File: src/rtl/Fetch_pkg.sv
// Fetch_pkg: fetch-stage FSM state encoding and the reset instruction.
package Fetch_pkg;
  typedef enum logic [2:0] {
    IDLE,
    REQ,
    WAIT,
    HOLD,
    FAULT
  } fetch_state_t;

  // addi x0, x0, 0
  localparam logic [31:0] NOP_INSTR = 32'h0000_0013;
endpackage

File: src/rtl/PCsource_pkg.sv
// PCsource_pkg: next-PC select encoding shared by the control unit and fetch.
//   NEXT - sequential (pc + 4)
//   JUMP - pc-relative (pc + imm_ext)
//   INDJ - register-indirect (alu_result with bit 0 cleared)
package PCsource_pkg;
  typedef enum logic [1:0] {
    NEXT = 2'b00,
    JUMP = 2'b01,
    INDJ = 2'b10
  } PCsource_t;
endpackage

File: src/rtl/instr_fetch_unit_next_pc_gen.sv
// next_pc_gen: combinational next-PC selection for the fetch stage.
//   pc, PCSrc, imm_ext, alu_result -> next_pc, misaligned
//   misaligned flags a target that is not 4-byte aligned.
module next_pc_gen
  import PCsource_pkg::*;
#(
  parameter int XLEN = 32
) (
  input  logic [XLEN-1:0] pc,
  input  PCsource_t       PCSrc,
  input  logic [XLEN-1:0] imm_ext,
  input  logic [XLEN-1:0] alu_result,
  output logic [XLEN-1:0] next_pc,
  output logic            misaligned
);

  // Bit 0 of the indirect target is dropped by definition of the jump.
  logic unused_ok;
  assign unused_ok = alu_result[0];

  always_comb begin
    next_pc = pc + XLEN'(4);
    case (PCSrc)
      JUMP:    next_pc = pc + imm_ext;
      INDJ:    next_pc = {alu_result[XLEN-1:1], 1'b0};
      default: next_pc = pc + XLEN'(4);
    endcase
    misaligned = (next_pc[1:0] != 2'b00);
  end

endmodule

File: src/rtl/instr_fetch_unit.sv
// instr_fetch_unit: single-outstanding instruction fetch stage.
//   clk, rst_n                        - clock, async active-low reset
//   PCSrc, imm_ext, alu_result        - next-PC controls, sampled on accept only
//   imem_req/addr/gnt/rvalid/rdata    - instruction memory handshake
//   instr, instr_valid, instr_ready   - instruction to decode (valid/ready)
//   pc, pc_plus4                      - address of instr and its link value
//   fetch_fault                       - sticky misaligned-target fault
//   instret                           - retired-instruction counter
module instr_fetch_unit
  import PCsource_pkg::*;
  import Fetch_pkg::*;
#(
  parameter int              XLEN     = 32,  // only 32 is supported
  parameter logic [XLEN-1:0] RESET_PC = '0   // must be 4-byte aligned
) (
  input  logic            clk,
  input  logic            rst_n,
  input  PCsource_t       PCSrc,
  input  logic [XLEN-1:0] imm_ext,
  input  logic [XLEN-1:0] alu_result,
  output logic            imem_req,
  output logic [XLEN-1:0] imem_addr,
  input  logic            imem_gnt,
  input  logic            imem_rvalid,
  input  logic [XLEN-1:0] imem_rdata,
  output logic [XLEN-1:0] instr,
  output logic            instr_valid,
  input  logic            instr_ready,
  output logic [XLEN-1:0] pc,
  output logic [XLEN-1:0] pc_plus4,
  output logic            fetch_fault,
  output logic [XLEN-1:0] instret
);

  fetch_state_t    state, state_next;
  logic [XLEN-1:0] next_pc;
  logic            misaligned;
  logic            accept;

  next_pc_gen #(.XLEN(XLEN)) u_next_pc (
    .pc         (pc),
    .PCSrc      (PCSrc),
    .imm_ext    (imm_ext),
    .alu_result (alu_result),
    .next_pc    (next_pc),
    .misaligned (misaligned)
  );

  assign accept    = (state == HOLD) && instr_ready;
  assign imem_addr = pc;
  assign pc_plus4  = pc + XLEN'(4);

  // State register
  always_ff @(posedge clk or negedge rst_n) begin
    if (!rst_n) state <= IDLE;
    else        state <= state_next;
  end

  // Next state
  always_comb begin
    state_next = state;
    case (state)
      IDLE:    state_next = REQ;
      REQ:     if (imem_gnt)    state_next = WAIT;
      WAIT:    if (imem_rvalid) state_next = HOLD;
      HOLD:    if (instr_ready) state_next = misaligned ? FAULT : REQ;
      FAULT:   state_next = FAULT;
      default: state_next = IDLE;
    endcase
  end

  // Outputs decode from the registered state only, so there is no
  // combinational path from any input to req/valid.
  always_comb begin
    imem_req    = 1'b0;
    instr_valid = 1'b0;
    case (state)
      REQ:     imem_req    = 1'b1;
      HOLD:    instr_valid = 1'b1;
      default: ;
    endcase
  end

  // Datapath registers. A faulting accept still retires the instruction
  // (instret counts) but leaves pc on the faulting instruction.
  always_ff @(posedge clk or negedge rst_n) begin
    if (!rst_n) begin
      pc          <= RESET_PC;
      instr       <= NOP_INSTR;
      fetch_fault <= 1'b0;
      instret     <= '0;
    end else begin
      if (state == WAIT && imem_rvalid) instr <= imem_rdata;
      if (accept) begin
        instret <= instret + XLEN'(1);
        if (misaligned) fetch_fault <= 1'b1;
        else            pc          <= next_pc;
      end
    end
  end

endmodule

File: config.mk
export PLATFORM = sky130hd
export DESIGN_NAME = instr_fetch_unit
export DESIGN_NICKNAME = d
export VERILOG_FILES = /design/src/rtl/Fetch_pkg.sv /design/src/rtl/PCsource_pkg.sv /design/src/rtl/instr_fetch_unit_next_pc_gen.sv /design/src/rtl/instr_fetch_unit.sv
export SDC_FILE = /design/constraint.sdc
export NUM_CORES = 1
export LEC_CHECK = 0
export ABC_CLOCK_PERIOD_IN_PS = 6600
export CAP_MARGIN = 20
export CORE_MARGIN = 8
export CORE_UTILIZATION = 40
export CTS_CLUSTER_SIZE = 20
export DETAILED_ROUTE_END_ITERATION = 10
export PLACE_DENSITY = 0.72
export SLEW_MARGIN = 25
export SYNTH_ARGS = -nofsm -noshare
export SYNTH_HDL_FRONTEND = slang
export SYNTH_SLANG_ARGS = --single-unit
File: constraint.sdc
create_clock -name clk -period 6.6 [get_ports clk]
set_input_delay 0.66 -clock clk [delete_from_list [all_inputs] [get_ports clk]]
set_output_delay 0.66 -clock clk [all_outputs]
set_load 0.05 [all_outputs]
==> impl_metrics.prom, run 1 <==
# TYPE chip_impl_metric gauge
chip_impl_metric{name="first_global_vias",unit=""} 7572
chip_impl_metric{name="delay_of_the_slowest_critical_path_stage",unit="ns"} 0.89
chip_impl_metric{name="clock_path_buffers",unit=""} 2
chip_impl_metric{name="antenna-diode-count",unit=""} 0
chip_impl_metric{name="initialDrtViolationCount",unit=""} 470
chip_impl_metric{name="post_syn_nets",unit=""} 1006
chip_impl_metric{name="postCtsHoldBufs",unit=""} 0
chip_impl_metric{name="number_of_buffer_and_inverter_instances_along_the_worst_setup_path",unit=""} 1
chip_impl_metric{name="multi_input_area",unit="um^2"} 4760
chip_impl_metric{name="grt_pass1_wl",unit="mm"} 41.9
chip_impl_info{name="setup.worst_path.end",value="pc_plus4[26]"} 1
chip_impl_metric{name="synth-seq-cells",unit=""} 100
chip_impl_metric{name="die_area",unit="um^2"} 24200
chip_impl_metric{name="placed_cells",unit=""} 1330
chip_impl_metric{name="instances_no_fill",unit=""} 1346
chip_impl_metric{name="die_height",unit="um"} 155
chip_impl_metric{name="ys_async_sr_fraction",unit=""} 1.00
chip_impl_metric{name="power_density",unit="nW/um^2"} 126
chip_impl_metric{name="wirelength",unit="mm"} 27.0
chip_impl_metric{name="number_of_cells_produced_by_synthesis",unit=""} 867
chip_impl_info{name="critical_path_class",value="reg2out"} 1
chip_impl_metric{name="initial_util",unit=""} 0.403
chip_impl_metric{name="timing.final.setup_violations",unit=""} 0
chip_impl_metric{name="post-route-period-util",unit=""} 0.650
chip_impl_metric{name="yosysWarnings",unit=""} 0
chip_impl_metric{name="port_buffers",unit=""} 264
chip_impl_metric{name="std_cell_rows",unit=""} 51
chip_impl_info{name="grt_setup_unrepaired",value="false"} 1
chip_impl_info{name="crit_path_start",value="imem_addr[2]"} 1
chip_impl_info{name="tritoncts",value="done"} 1
chip_impl_metric{name="post-cts-setup-buffer-count",unit=""} 0
chip_impl_metric{name="total_clock_sinks",unit=""} 100
chip_impl_metric{name="netlist_area",unit="um^2"} 7770
chip_impl_metric{name="leakage_component_of_the_power",unit="nW"} 4.69
chip_impl_metric{name="finalNetCount",unit=""} 1215
chip_impl_info{name="worst_reg2reg_path_startpoint",value="imem_addr[0]"} 1
chip_impl_metric{name="max_cap_viol_count",unit=""} 0
chip_impl_metric{name="area_growth_syn_to_layout",unit="%"} 37.5
chip_impl_metric{name="place_hpwl",unit="mm"} 20.4
chip_impl_metric{name="post_syn_area_per_cell",unit="um^2"} 8.97
chip_impl_metric{name="drc_markers",unit=""} 0
chip_impl_metric{name="top_ports",unit=""} 266
chip_impl_metric{name="cts_max_level",unit=""} 3
chip_impl_metric{name="critPathRequiredTime",unit="ns"} 5.94
chip_impl_metric{name="path_clk_slew",unit="ns"} 0.08
chip_impl_metric{name="synth-edff-count",unit=""} 0
chip_impl_metric{name="maxSlewHeadroom",unit=""} 0.367
chip_impl_metric{name="slew_worst_pin",unit="ns"} 0.948
chip_impl_metric{name="detail_routed_via_count_per_cell",unit=""} 5.67
chip_impl_metric{name="final_hold_viol_count",unit=""} 0
chip_impl_metric{name="design.core.area",unit="um^2"} 19300
chip_impl_metric{name="ys_seq_area_frac",unit=""} 0.322
chip_impl_metric{name="wl_per_cell",unit="um"} 20.1
chip_impl_info{name="critical-path-top-cell-by-count",value="sky130_fd_sc_hd__nand3_1"} 1
chip_impl_metric{name="worst_skew_pair.late_latency",unit="ns"} 0.36
chip_impl_info{name="worstHoldPathType",value="in2async"} 1
chip_impl_metric{name="final_layout_size_suffix_gt1_frac",unit=""} 0.0805
chip_impl_metric{name="finalSetupTns",unit="ns"} 0
chip_impl_metric{name="highest_achievable_clock_rate",unit="MHz"} 233
chip_impl_metric{name="postCtsResizedCells",unit=""} 0
chip_impl_metric{name="irDropWorstVdd",unit="mV"} 0.0992
chip_impl_metric{name="critical_path_cell_count",unit=""} 7
chip_impl_metric{name="finalCriticalPeriod",unit="ns"} 4.29
chip_impl_metric{name="path_max_fanout",unit=""} 8
chip_impl_info{name="cts.root.buffer_cell",value="sky130_fd_sc_hd__clkbuf_16"} 1
chip_impl_metric{name="setup.reg_to_reg.worst_slack",unit="ns"} 2.88
chip_impl_info{name="worst_setup_path_end_kind",value="primary output"} 1
chip_impl_info{name="most_used_flip_flop_cell_after_synthesis",value="sky130_fd_sc_hd__dfrtp_1"} 1
chip_impl_info{name="path_delay_family",value="simple AND/OR/NAND/NOR gates"} 1
chip_impl_metric{name="timing_max_transition_violations_final",unit=""} 0
chip_impl_metric{name="dr_total_vias",unit=""} 7626
chip_impl_info{name="r2r-end",value="imem_addr[31]"} 1
chip_impl_metric{name="globalRouteTotalUtil",unit=""} 0.218
chip_impl_metric{name="postRouteAntennaNets",unit=""} 0
chip_impl_metric{name="antenna_violations_before_repair",unit=""} 1
chip_impl_info{name="run_status",value="completed"} 1
chip_impl_metric{name="cts-buffers-inserted",unit=""} 9
chip_impl_metric{name="global_route.overflow_total",unit=""} 0
chip_impl_metric{name="grt_max_degree",unit=""} 69
chip_impl_metric{name="layout.area.seq",unit="um^2"} 2510
chip_impl_metric{name="synthDistinctLibCells",unit=""} 85
chip_impl_info{name="startpoint_type",value="flop"} 1
chip_impl_metric{name="chipWidth",unit="um"} 155
chip_impl_metric{name="timing.clock.skew",unit="ns"} 0.0152
chip_impl_metric{name="drt_first_pass_iters",unit=""} 5
chip_impl_info{name="critical_path.cell_chain",value="ha_1 > nand3_1 > nor3_4 > nand3_1 > or2_2 > xnor2_1 > clkdlybuf4s50_1"} 1
chip_impl_metric{name="nFillCells",unit=""} 1788
chip_impl_metric{name="critPathArrivalTime",unit="ns"} 3.63
chip_impl_info{name="slowest_stage",value="sky130_fd_sc_hd__clkdlybuf4s50_1"} 1
chip_impl_metric{name="rr_worst_depth",unit=""} 9
chip_impl_metric{name="place_congestion",unit=""} 0.930
[area by class of cell]
type	instances	area share
Clock buffer	10	0.0214
Clock inverter	6	0.00667
Inverter	25	0.00878
Multi-Input combinational cell	669	0.446
Sequential cell	100	0.234
Tap cell	265	0.0310
Timing Repair Buffer	271	0.252
[synthesized netlist by cell type, drive strengths merged, types with 5 or more instances]
master,number,area share
nand3,45,0.033
clkbuf,23,0.011
dfrtp,97,0.31
xor2,25,0.028
a31oi,8,0.0072
ha,35,0.056
a221oi,11,0.013
nand2,72,0.035
nor2,56,0.029
o21bai,7,0.0068
a21oi,53,0.034
a21boi,6,0.0058
nor4,5,0.0087
and2,10,0.0080
mux2i,7,0.0090
buf,50,0.044
o21ai,39,0.026
and4,7,0.0079
inv,25,0.012
o31a,5,0.0056
a21o,20,0.019
a32o,5,0.0064
nand4,20,0.019
and3,22,0.018
mux2,34,0.049
o31ai,8,0.0077
nor3,24,0.018
xnor2,45,0.051
nand2b,7,0.0056
o21a,9,0.0087
a211oi,8,0.0077
o211ai,9,0.0087
[cells in the final DEF (no fill, tap or decap), types with 25 or more instances in the layout]
master                            synthesis  final
sky130_fd_sc_hd__inv_1                   25     25
sky130_fd_sc_hd__mux2_2                  34     34
sky130_fd_sc_hd__nor2_1                  54     54
sky130_fd_sc_hd__o21ai_0                 37     37
sky130_fd_sc_hd__xor2_1                  25     25
sky130_fd_sc_hd__ha_1                    35     35
sky130_fd_sc_hd__a21oi_1                 53     52
sky130_fd_sc_hd__clkdlybuf4s50_1          0    263
sky130_fd_sc_hd__dfrtp_1                 97     97
sky130_fd_sc_hd__nand3_1                 42     42
sky130_fd_sc_hd__nand2_1                 71     71
sky130_fd_sc_hd__xnor2_1                 45     45
[logic make-up (layout without fill, tap and decap cells)]
family                     Yosys count  in the layout  synth area share
AOI/OAI and AO/OA                  230            230             0.209
muxes                               41             41            0.0583
adders and majority gates           36             36            0.0589
xor gates and xnor gates            70             70            0.0789
DFF                                100            100             0.322
and+or+nand+nor                    292            292             0.205
buffers and inverters               98            312            0.0673
[stage by stage]
stage | hold WS (ns) | instance area [um^2] | setup slack [ns] | power [W] | utilization
3_3_place_gp | 0.458 | 10400 | 2.27 | 0.000793 | 0.539
6_report | 0.262 | 10700 | 2.31 | 0.00135 | 0.555
5_1_grt | 0.290 | 10700 | 2.12 | 0.00140 | 0.555
2_1_floorplan | 0.364 | 7770 | 3.12 | 0.000694 | -
3_5_place_dp | 0.470 | 10400 | 2.20 | 0.000793 | 0.539
4_1_cts | 0.266 | 10700 | 2.34 | 0.00136 | 0.555
[worst min path at each step]
stage / start / endpoint / slack [ns] / cells after the start
2_1_floorplan: rst_n / fetch_fault / 0.36 / 0
3_3_place_gp: instret[31] / instret[31] / 0.46 / 1
3_5_place_dp: instret[31] / instret[31] / 0.47 / 1
4_1_cts: rst_n / instret[7] / 0.27 / 1
5_1_grt: rst_n / instret[7] / 0.29 / 1
6_report: rst_n / instret[7] / 0.26 / 1
[registers in the layout, summed over array words and instances (netlist names)]
register	count
state	3
instr	32
fetch_fault	1
instret	32
imem_addr	32
[per-layer routing]
| metal | vias up | routed length (um) | GRT usage |
|---|---|---|---|
| met5 | - | 13 | 0 |
| met4 | 2 | 471 | 0.0642 |
| met2 | 328 | 12700 | 0.367 |
| li1 | 3582 | - | - |
| met3 | 35 | 2110 | 0.0441 |
| met1 | 3679 | 11700 | 0.276 |
[power by group]
part | internal [W] | total [W] | switching [W] | leakage (nW)
combinational | 0.0000833 | 0.000171 | 0.0000873 | 3.19
sequential | 0.000612 | 0.000612 | 0.000000000000000000493 | 1.36
clock | 0.000300 | 0.000563 | 0.000263 | 0.145
total | 0.000995 | 0.00135 | 0.000350 | 4.69
[worst register-to-register path, cell delays in order (launching register included)]
cell,delay (ns)
sky130_fd_sc_hd__dfrtp_1,0.53
sky130_fd_sc_hd__ha_1,0.24
sky130_fd_sc_hd__inv_1,0.06
sky130_fd_sc_hd__fa_1,0.48
sky130_fd_sc_hd__nand2b_1,0.07
sky130_fd_sc_hd__a221oi_1,0.60
sky130_fd_sc_hd__nand3_1,0.78
sky130_fd_sc_hd__a21oi_1,0.47
sky130_fd_sc_hd__o211ai_1,0.14
sky130_fd_sc_hd__o211a_1,0.24
No activity file was read; power rests on OpenSTA's default activity.
==> run 2, diff against run 1 <==
Settings changed: ABC_CLOCK_PERIOD_IN_PS 6600 to 3650, PLACE_DENSITY 0.72 to 0.75.
Clock period 6.6 ns to 3.65 ns, I/O delays scaled along.
==> run 2 against run 1 <==
Net effect: die area unchanged; global-route usage up 0.49 points; total power up 79%; register-to-register slack worse by 2.4 ns; combinational power up 84%; sequential power up 81%; flip-flop and latch count unchanged; critical path type unchanged; critical endpoint is now pc_plus4[14]; largest cell class unchanged; largest power group unchanged.
==> impl_metrics.prom, run 2 (synthesis gave the netlist of run 1 again) <==
# TYPE chip_impl_metric gauge
chip_impl_info{name="run_status",value="completed"} 1
chip_impl_metric{name="timing.clock.skew",unit="ns"} 0.0174
chip_impl_metric{name="setup_ws",unit="ns"} 0.0992
chip_impl_metric{name="top_ports",unit=""} 266
chip_impl_metric{name="wl_per_cell",unit="um"} 20.2
chip_impl_metric{name="area_growth_syn_to_layout",unit="%"} 39.4
chip_impl_info{name="path_delay_family",value="simple AND/OR/NAND/NOR gates"} 1
chip_impl_info{name="startpoint_type",value="flop"} 1
chip_impl_metric{name="slew_worst_pin",unit="ns"} 0.868
chip_impl_info{name="crit_path_start",value="imem_addr[3]"} 1
chip_impl_metric{name="irDropWorstVdd",unit="mV"} 0.274
chip_impl_metric{name="port_buffers",unit=""} 264
chip_impl_metric{name="nFillCells",unit=""} 1758
chip_impl_info{name="mostFrequentLayoutCells",value="sky130_fd_sc_hd__clkdlybuf4s50_1, sky130_fd_sc_hd__dfrtp_1, sky130_fd_sc_hd__nand2_1, sky130_fd_sc_hd__nor2_1, sky130_fd_sc_hd__a21oi_1"} 1
chip_impl_info{name="worst_setup_path_end_kind",value="primary output"} 1
chip_impl_metric{name="globalRouteTotalUtil",unit=""} 0.223
chip_impl_metric{name="final_layout_size_suffix_gt1_frac",unit=""} 0.101
chip_impl_info{name="mostFrequentLayoutCell",value="sky130_fd_sc_hd__clkdlybuf4s50_1"} 1
chip_impl_info{name="tritoncts",value="done"} 1
chip_impl_metric{name="power_density",unit="nW/um^2"} 222
chip_impl_info{name="worst_reg2reg_path_startpoint",value="imem_addr[0]"} 1
chip_impl_metric{name="path_clk_slew",unit="ns"} 0.09
chip_impl_metric{name="grt_pass1_wl",unit="mm"} 42.7
chip_impl_metric{name="detail_routed_via_count_per_cell",unit=""} 5.63
chip_impl_metric{name="post-cts-setup-buffer-count",unit=""} 0
chip_impl_metric{name="first_global_vias",unit=""} 7780
chip_impl_metric{name="place_hpwl",unit="mm"} 21.2
chip_impl_metric{name="highest_achievable_clock_rate",unit="MHz"} 282
chip_impl_metric{name="path_max_fanout",unit=""} 7
chip_impl_metric{name="post-route-period-util",unit=""} 0.973
chip_impl_metric{name="setup.reg_to_reg.worst_slack",unit="ns"} 0.43
chip_impl_metric{name="rr_worst_depth",unit=""} 9
chip_impl_metric{name="design.core.area",unit="um^2"} 19300
chip_impl_metric{name="place_congestion",unit=""} 0.935
chip_impl_metric{name="worst_skew_pair.late_latency",unit="ns"} 0.36
chip_impl_metric{name="delay_of_the_slowest_critical_path_stage",unit="ns"} 0.85
chip_impl_metric{name="finalSetupTns",unit="ns"} 0
chip_impl_metric{name="number_of_buffer_and_inverter_instances_along_the_worst_setup_path",unit=""} 1
chip_impl_info{name="r2r-end",value="imem_addr[12]"} 1
chip_impl_metric{name="timing.final.setup_violations",unit=""} 0
chip_impl_metric{name="drc_markers",unit=""} 0
chip_impl_metric{name="pre_cts_slack",unit="ns"} 0.217
chip_impl_metric{name="drt_first_pass_iters",unit=""} 5
chip_impl_metric{name="die_area",unit="um^2"} 24200
chip_impl_metric{name="dr_total_vias",unit=""} 7688
chip_impl_metric{name="max_cap_viol_count",unit=""} 0
chip_impl_metric{name="initial_util",unit=""} 0.403
chip_impl_metric{name="total_clock_sinks",unit=""} 100
chip_impl_metric{name="die_height",unit="um"} 155
chip_impl_metric{name="leakage_component_of_the_power",unit="nW"} 4.91
chip_impl_metric{name="finalNetCount",unit=""} 1234
chip_impl_metric{name="postRouteAntennaNets",unit=""} 0
chip_impl_metric{name="finalCriticalPeriod",unit="ns"} 3.55
chip_impl_info{name="worstHoldPathType",value="in2async"} 1
chip_impl_metric{name="std_cell_rows",unit=""} 51
chip_impl_info{name="grt_setup_unrepaired",value="false"} 1
chip_impl_metric{name="critPathArrivalTime",unit="ns"} 3.19
chip_impl_metric{name="initialDrtViolationCount",unit=""} 460
chip_impl_info{name="critical_path_class",value="reg2out"} 1
chip_impl_metric{name="cts_max_level",unit=""} 3
chip_impl_metric{name="maxSlewHeadroom",unit=""} 0.422
chip_impl_metric{name="antenna_violations_before_repair",unit=""} 0
chip_impl_metric{name="grt_max_degree",unit=""} 68
chip_impl_info{name="slowest_stage",value="sky130_fd_sc_hd__clkdlybuf4s50_1"} 1
chip_impl_info{name="cts.root.buffer_cell",value="sky130_fd_sc_hd__clkbuf_16"} 1
chip_impl_metric{name="chipWidth",unit="um"} 155
chip_impl_metric{name="critPathRequiredTime",unit="ns"} 3.28
chip_impl_metric{name="clock_path_buffers",unit=""} 2
chip_impl_metric{name="cts-buffers-inserted",unit=""} 9
chip_impl_info{name="critical_path.cell_chain",value="ha_1 > nand3_1 > nor3_4 > and2_1 > xor2_1 > clkdlybuf4s50_1"} 1
chip_impl_metric{name="timing_max_transition_violations_final",unit=""} 0
chip_impl_metric{name="wirelength",unit="mm"} 27.7
chip_impl_metric{name="final_hold_viol_count",unit=""} 0
chip_impl_metric{name="global_route.overflow_total",unit=""} 0
==> run 2: changes by cell type in the layout (fill, tap and decap cells not counted) <==
cell	change
sky130_fd_sc_hd__clkbuf_1	-1
sky130_fd_sc_hd__dlymetal6s2s_1	+6
sky130_fd_sc_hd__buf_4	+22
sky130_fd_sc_hd__diode_2	+1
sky130_fd_sc_hd__clkdlybuf4s50_1	-10
sky130_fd_sc_hd__clkinvlp_4	-1
sky130_fd_sc_hd__inv_8	+2
sky130_fd_sc_hd__clkinv_4	+2
sky130_fd_sc_hd__buf_12	+1
sky130_fd_sc_hd__bufinv_16	-1
sky130_fd_sc_hd__inv_6	-1
==> run 2: per-layer routing <==
layer | global-route usage | vias to the layer above | wire [um]
met5 | 0 | - | 0
met4 | 0.0712 | 0 | 601
met3 | 0.0455 | 40 | 2430
met2 | 0.372 | 368 | 13000
met1 | 0.283 | 3652 | 11600
li1 | - | 3628 | -
==> run 2: layout make-up <==
cell class / count / area, um^2 / area share
Inverter: 25 / 93.8 / 0.00866
Tap cell: 265 / 332 / 0.0306
Antenna cell: 1 / 2.50 / 0.000231
Timing Repair Buffer: 290 / 2850 / 0.263
Multi-Input combinational cell: 669 / 4760 / 0.439
Sequential cell: 100 / 2510 / 0.231
Clock buffer: 9 / 225 / 0.0208
Clock inverter: 7 / 65.1 / 0.00600
==> run 2: per-stage QoR <==
step / util / std cells / cell area (um^2) / total power, W / hold slack (ns)
3_5_place_dp: 0.547 / 1349 / 10500 / 0.00144 / 0.467
6_report: 0.563 / 1366 / 10800 / 0.00240 / 0.126
3_3_place_gp: 0.547 / 1349 / 10500 / 0.00144 / 0.456
2_1_floorplan: - / 867 / 7770 / 0.00125 / 0.0694
4_1_cts: 0.562 / 1365 / 10800 / 0.00243 / 0.153
5_1_grt: 0.562 / 1365 / 10800 / 0.00250 / 0.212
==> run 2: where the power goes <==
| part | switching (W) | leakage, nW | internal (W) |
|---|---|---|---|
| logic | 0.000159 | 3.41 | 0.000156 |
| clock network | 0.000499 | 0.146 | 0.000483 |
| registers | 0.000000000000000000702 | 1.36 | 0.00111 |
| total | 0.000658 | 4.91 | 0.00175 |
==> run 2: worst register-to-register path, cell delays in order (launching register included) <==
cell,delay [ns]
sky130_fd_sc_hd__dfrtp_1,0.55
sky130_fd_sc_hd__ha_1,0.24
sky130_fd_sc_hd__inv_1,0.05
sky130_fd_sc_hd__fa_1,0.47
sky130_fd_sc_hd__nand2b_1,0.07
sky130_fd_sc_hd__a221o_1,0.33
sky130_fd_sc_hd__a21oi_2,0.18
sky130_fd_sc_hd__buf_12,0.24
sky130_fd_sc_hd__nand2_1,0.44
sky130_fd_sc_hd__o41ai_1,0.52
==> run 2: worst max path at each step <==
| stage | endpoint | depth (start not counted) |
|---|---|---|
| 2_1_floorplan | pc_plus4[26] | 6 |
| 6_report | pc_plus4[14] | 6 |
| 4_1_cts | pc_plus4[18] | 6 |
| 3_3_place_gp | imem_addr[18] | 10 |
| 5_1_grt | pc_plus4[14] | 6 |
| 3_5_place_dp | imem_addr[22] | 10 |
==> run 2: what timing repair did <==
action / CTS / global route
hold buffers: 0 / 0
setup endpoints to repair: 0 / 7
resized for setup: 0 / 6
